==> src/rtl/swu_pack.sv <==
// Rebuilds a bit stream from overlapping 7-bit windows (stride 2) and packs it into 32-bit RAM words.
// Latency: each write is registered and appears one cycle after the window that completes the word.
// Backpressure: none; at most one window per cycle, gaps of any length; no-first windows outside FILL are dropped.
module swu_pack #(
  parameter int WORD_W = 32,
  parameter int WIN_W  = 7,
  parameter int STRIDE = 2,
  parameter int DEPTH  = 29,
  parameter int ADDR_W = 5
) (
  input  logic              clk,
  input  logic              rst,
  input  logic              win_valid,
  input  logic              win_first,
  input  logic [WIN_W-1:0]  win_data,
  output logic              wr_en,
  output logic [ADDR_W-1:0] wr_addr,
  output logic [WORD_W-1:0] wr_data,
  output logic              frame_done,
  output logic              overlap_err,
  output logic              busy
);

  // The accumulator needs one spare bit: window counts make the fill level odd,
  // so a word completes at 33 bits with one bit carried into the next word.
  localparam int ACC_W  = WORD_W + 1;
  localparam int CNT_W  = $clog2(ACC_W + 1);
  localparam int TAIL_W = WIN_W - STRIDE;

  typedef enum logic [1:0] {IDLE, FILL, DONE} state_t;

  state_t              state, next_state;
  logic [ACC_W-1:0]    acc;
  logic [CNT_W-1:0]    count;
  logic [ADDR_W-1:0]   ptr;
  logic [TAIL_W-1:0]   prev_tail;

  logic                start;
  logic                take;
  logic                word_ready;
  logic                last_word;
  logic                mismatch;
  logic [ACC_W-1:0]    shifted;
  logic [CNT_W-1:0]    cnt_sum;

  // State register
  always_ff @(posedge clk or posedge rst) begin
    if (rst) state <= IDLE;
    else     state <= next_state;
  end

  // Window decode, word completion and next-state selection
  always_comb begin
    start      = win_valid & win_first;
    take       = win_valid & ~win_first & (state == FILL);
    shifted    = {acc[ACC_W-STRIDE-1:0], win_data[STRIDE-1:0]};
    cnt_sum    = count + CNT_W'(STRIDE);
    word_ready = take && (cnt_sum >= CNT_W'(ACC_W));
    last_word  = word_ready && (ptr == ADDR_W'(DEPTH - 1));
    mismatch   = take && (win_data[WIN_W-1:STRIDE] != prev_tail);
    next_state = state;
    if (start)          next_state = FILL;
    else if (last_word) next_state = DONE;
  end

  // Datapath: accumulator, write port registers and sticky overlap flag
  always_ff @(posedge clk or posedge rst) begin
    if (rst) begin
      acc         <= '0;
      count       <= '0;
      ptr         <= '0;
      prev_tail   <= '0;
      wr_en       <= 1'b0;
      wr_addr     <= '0;
      wr_data     <= '0;
      frame_done  <= 1'b0;
      overlap_err <= 1'b0;
    end else begin
      wr_en      <= word_ready;
      frame_done <= last_word;
      if (word_ready) begin
        wr_addr <= ptr;
        wr_data <= shifted[ACC_W-1:1];
      end
      if (start) begin
        // A new frame drops any partial word left from an abandoned one.
        acc         <= {{(ACC_W-WIN_W){1'b0}}, win_data};
        count       <= CNT_W'(WIN_W);
        ptr         <= '0;
        overlap_err <= 1'b0;
        prev_tail   <= win_data[TAIL_W-1:0];
      end else if (take) begin
        prev_tail <= win_data[TAIL_W-1:0];
        if (mismatch) overlap_err <= 1'b1;
        if (word_ready) begin
          acc   <= {{(ACC_W-1){1'b0}}, shifted[0]};
          count <= CNT_W'(1);
          if (ptr != ADDR_W'(DEPTH - 1)) ptr <= ptr + ADDR_W'(1);
        end else begin
          acc   <= shifted;
          count <= cnt_sum;
        end
      end
    end
  end

  assign busy = (state == FILL);

endmodule

==> config.mk <==
export PLATFORM = sky130hd
export DESIGN_NAME = swu_pack
export DESIGN_NICKNAME = d
export VERILOG_FILES = /design/src/rtl/swu_pack.sv
export SDC_FILE = /design/constraint.sdc
export NUM_CORES = 1
export LEC_CHECK = 0
export ABC_CLOCK_PERIOD_IN_PS = 3600
export CORE_UTILIZATION = 30
export CTS_CLUSTER_SIZE = 12
export DETAILED_ROUTE_END_ITERATION = 7
export SETUP_SLACK_MARGIN = 0.15
export SKIP_LAST_GASP = 1
export SYNTH_ARGS = -nofsm -noshare
export SYNTH_HDL_FRONTEND = slang
export SYNTH_SLANG_ARGS = --single-unit
==> constraint.sdc <==
create_clock -name clk -period 3.6 [get_ports clk]
set_clock_uncertainty 0.2 [all_clocks]
set_input_delay 0.9 -clock clk [delete_from_list [all_inputs] [get_ports clk]]
set_output_delay 0.9 -clock clk [all_outputs]
set_load 0.01 [all_outputs]
==> impl_results.md <==
- Synth Flop Type: dfrtp_1
- DRT antenna net count: 0
- Period utilisation layout: 78.7%
- Avg Vias per Cell: 4.81
- CTS tree: built
- Clock sinks: 88
- Row count: 39
- Synth Area in Adders: 1.07%
- Number of nets in the layout: 324
- Die X: about 110 microns
- Setup tns final: 0 ns
- Vias in the first global route: 2,297
- Worst EP required: between 3 and 4 ns
- Min-Delay Path Class: reg -> reg
- Yosys warns: 0
- H-tree Lvls: 3
- Post-synth top area share: 62.7%
- Reg2Reg Setup Slack: about 1.2 ns
- I/O Buffers: 51
- Max Slew Vio Count: 0
- Layout cells sized above 1: 21.3%
- Seq cells post-synth: 88
- Pwr per Cell Area: approximately 460 nW/um^2
- Reg clk slew, reported paths: 0.06 ns
- # diodes: 0
- Count of cell types in the netlist: 36
- Complex-gate fraction of the synthesized area: a little under an eighth
- Crit Path Class: in -> reg
- Final hold viol count: 0
- # DRC: 0
- Mapped cell area: 3510 sq um
- Mean Syn Cell Area: 13.7 sq um
- Die Ht: approximately 110 microns
- CTS resizes: 0
- Worst-path fanout max: 30
- Post-CTS Repair Setup Buffers: 0
- Post-Route WL: 6820 microns
- Post-synthesis sequential area ratio: a little over three fifths
- LEAKAGE: 2.13 nW
- Syn Inst Count: 256
- First-pass GRT wire length: 11,800 microns
- GRT Total Usage: 12.9%
- Post-synth EDFFs: 0
- Starting density of the core: between 30% and 40%
- Worst Path Arrival: roughly 2.9 ns
- Most frequent cell after synthesis: dfrtp_1
- Largest family of logic cells by synthesized area: multiplexers
- Fraction of synthesized cell area in xor and xnor cells: 1.99%
- Synth cell count leaders: dfrtp_1, mux2_2, a22o_1, nand2_1, nor2_1
- Router iterations before antenna repair: 4
- Unrepaired setup endpoints after global routing: no
- Async set-reset flop share out of synthesis: 100%
- Syn Nets: 270
- Gr ovfl total: 0
- Max IR drop VDD: 0.000186 V
- Status: finished, final reports clean
- Largest net degree at the start of global routing: 50
- Hold Startpoint: overlap_err
- Max cap viols: 0
- Main area contributors after synthesis: dfrtp_1, mux2_2, a22o_1
- Multiplexer area fraction after synthesis: 13.0%
- Crit end category: register
- Post-synthesis simple-gate area fraction: 6.62%
- Clock tree buffer depth: 2
- Clock Tree Root: clkbuf_16
- Area leader, netlist: dfrtp_1
- Initial antenna violation count: 0
- Startpoint Class: input pin
- Syn-to-layout area delta: 27.6%
- Worst setup margin: 0.768 ns
- WHS Path Cells: 2
- DP HPWL: around 4400 microns
- Worst-Margin Slew: 0.711 ns
- Final core occ: 39.3%
- IO Count: 52
- Drt wl/cell: 14.9 microns
- Final setup vio count: 0
- Clock latency on the worst-skew pair: approximately 0.34 ns
- Max-slew headroom: a little over half
- Reg2reg path depth: 5
- DIE AREA: roughly 12,000 sq um
- Dpl ws: 0.420 ns
- Min-Delay Endpoint: overlap_err
- Vias: around 2,200
- Initial drt markers: 67
- Cts hold-fix bufs: 0
- Fmax: 0.353 GHz
- Core ar.: 11,400 sq um
- R2R Path End: wr_data[23]
- Reg-to-Reg Start: state[1]
- Period minus WS final: around 2.8 ns
- Total CTS buffers: 9
- Gpl congestion: roughly 0.69
==> cells in the final DEF (no fill, tap or decap), types with 2 or more instances in the layout <==
cell type / Yosys / routed
dfrtp_1: 88 / 88
clkdlybuf4s50_1: 0 / 51
mux2_2: 38 / 38
a22o_1: 29 / 29
nand2_1: 21 / 21
nor2_1: 10 / 9
clkbuf_16: 0 / 9
xor2_1: 6 / 6
a21o_1: 5 / 5
nand3_1: 4 / 4
o21ai_0: 4 / 4
a21oi_1: 3 / 3
inv_1: 4 / 3
mux2i_1: 3 / 3
and3_1: 3 / 3
clkinv_2: 0 / 3
ha_1: 3 / 3
buf_4: 0 / 3
nor3_1: 2 / 2
a31oi_1: 2 / 2
xnor2_1: 2 / 2
inv_6: 0 / 2
buf_12: 0 / 2
==> metal layers <==
layer / vias up / GRT usage [%] / wire [microns]
met1: 1115 / 16.9 / 3280
met4: 0 / 4.23 / 78
met2: 46 / 20.4 / 3200
met5: - / 0 / 0
li1: 1031 / - / -
met3: 10 / 3.88 / 272
==> cells by family after synthesis <==
logic type | Yosys count
flops | 88
compound gates | 52
mux | 41
xor+xnor | 8
fa+ha+maj | 3
buf+inv | 17
simple gates | 47
==> report_power, final <==
group,switching [mW],internal (mW)
Clock,0.397,0.476
Combinational,0.0837,0.0694
Sequential,0.0282,1.02
==> worst max-delay path, stage by stage <==
cell,delay (ns)
clkdlybuf4s50_1,0.48
nand3b_2,0.38
a211oi_4,0.28
buf_4,0.40
mux2_2,0.38
==> stage by stage <==
| stage | instance area (sq um) | std cells | hold slack, ns | total power, mW |
|---|---|---|---|---|
| floorplan | 3510 | 256 | 0.262 | 1.16 |
| global placement | 4200 | 442 | 0.281 | 1.22 |
| detailed placement | 4200 | 442 | 0.285 | 1.22 |
| CTS | 4480 | 458 | 0.301 | 2.11 |
| global route | 4480 | 458 | 0.317 | 2.17 |
| finish | 4480 | 458 | 0.295 | 2.08 |
==> worst max path at each step <==
stage | startpoint | endpoint | slack [ns] | cells past startpoint
2_1_floorplan | rst | acc[0] | 0.22 | 1
3_3_place_gp | win_first | wr_data[26] | 0.45 | 5
3_5_place_dp | win_first | wr_data[9] | 0.42 | 5
4_1_cts | win_first | wr_data[0] | 0.77 | 5
5_1_grt | win_first | wr_data[23] | 0.70 | 5
6_report | win_first | wr_data[23] | 0.77 | 5
==> state kept, by name, indices dropped and copies added (netlist names) <==
name,flops
wr_data,32
acc,31
count,6
ptr,5
wr_addr,5
prev_tail,4
state,2
frame_done,1
overlap_err,1
wr_en,1
==> area by class of cell <==
type | instances | area, sq um
clock buffer | 9 | 225
inverter | 4 | 16.3
tap | 143 | 179
sequential | 88 | 2200
multi-input combinational | 151 | 1230
fill | 1135 | 6930
timing repair buffer | 56 | 573
clock inverter | 7 | 55.1
Power figures use the tool's default switching activity.
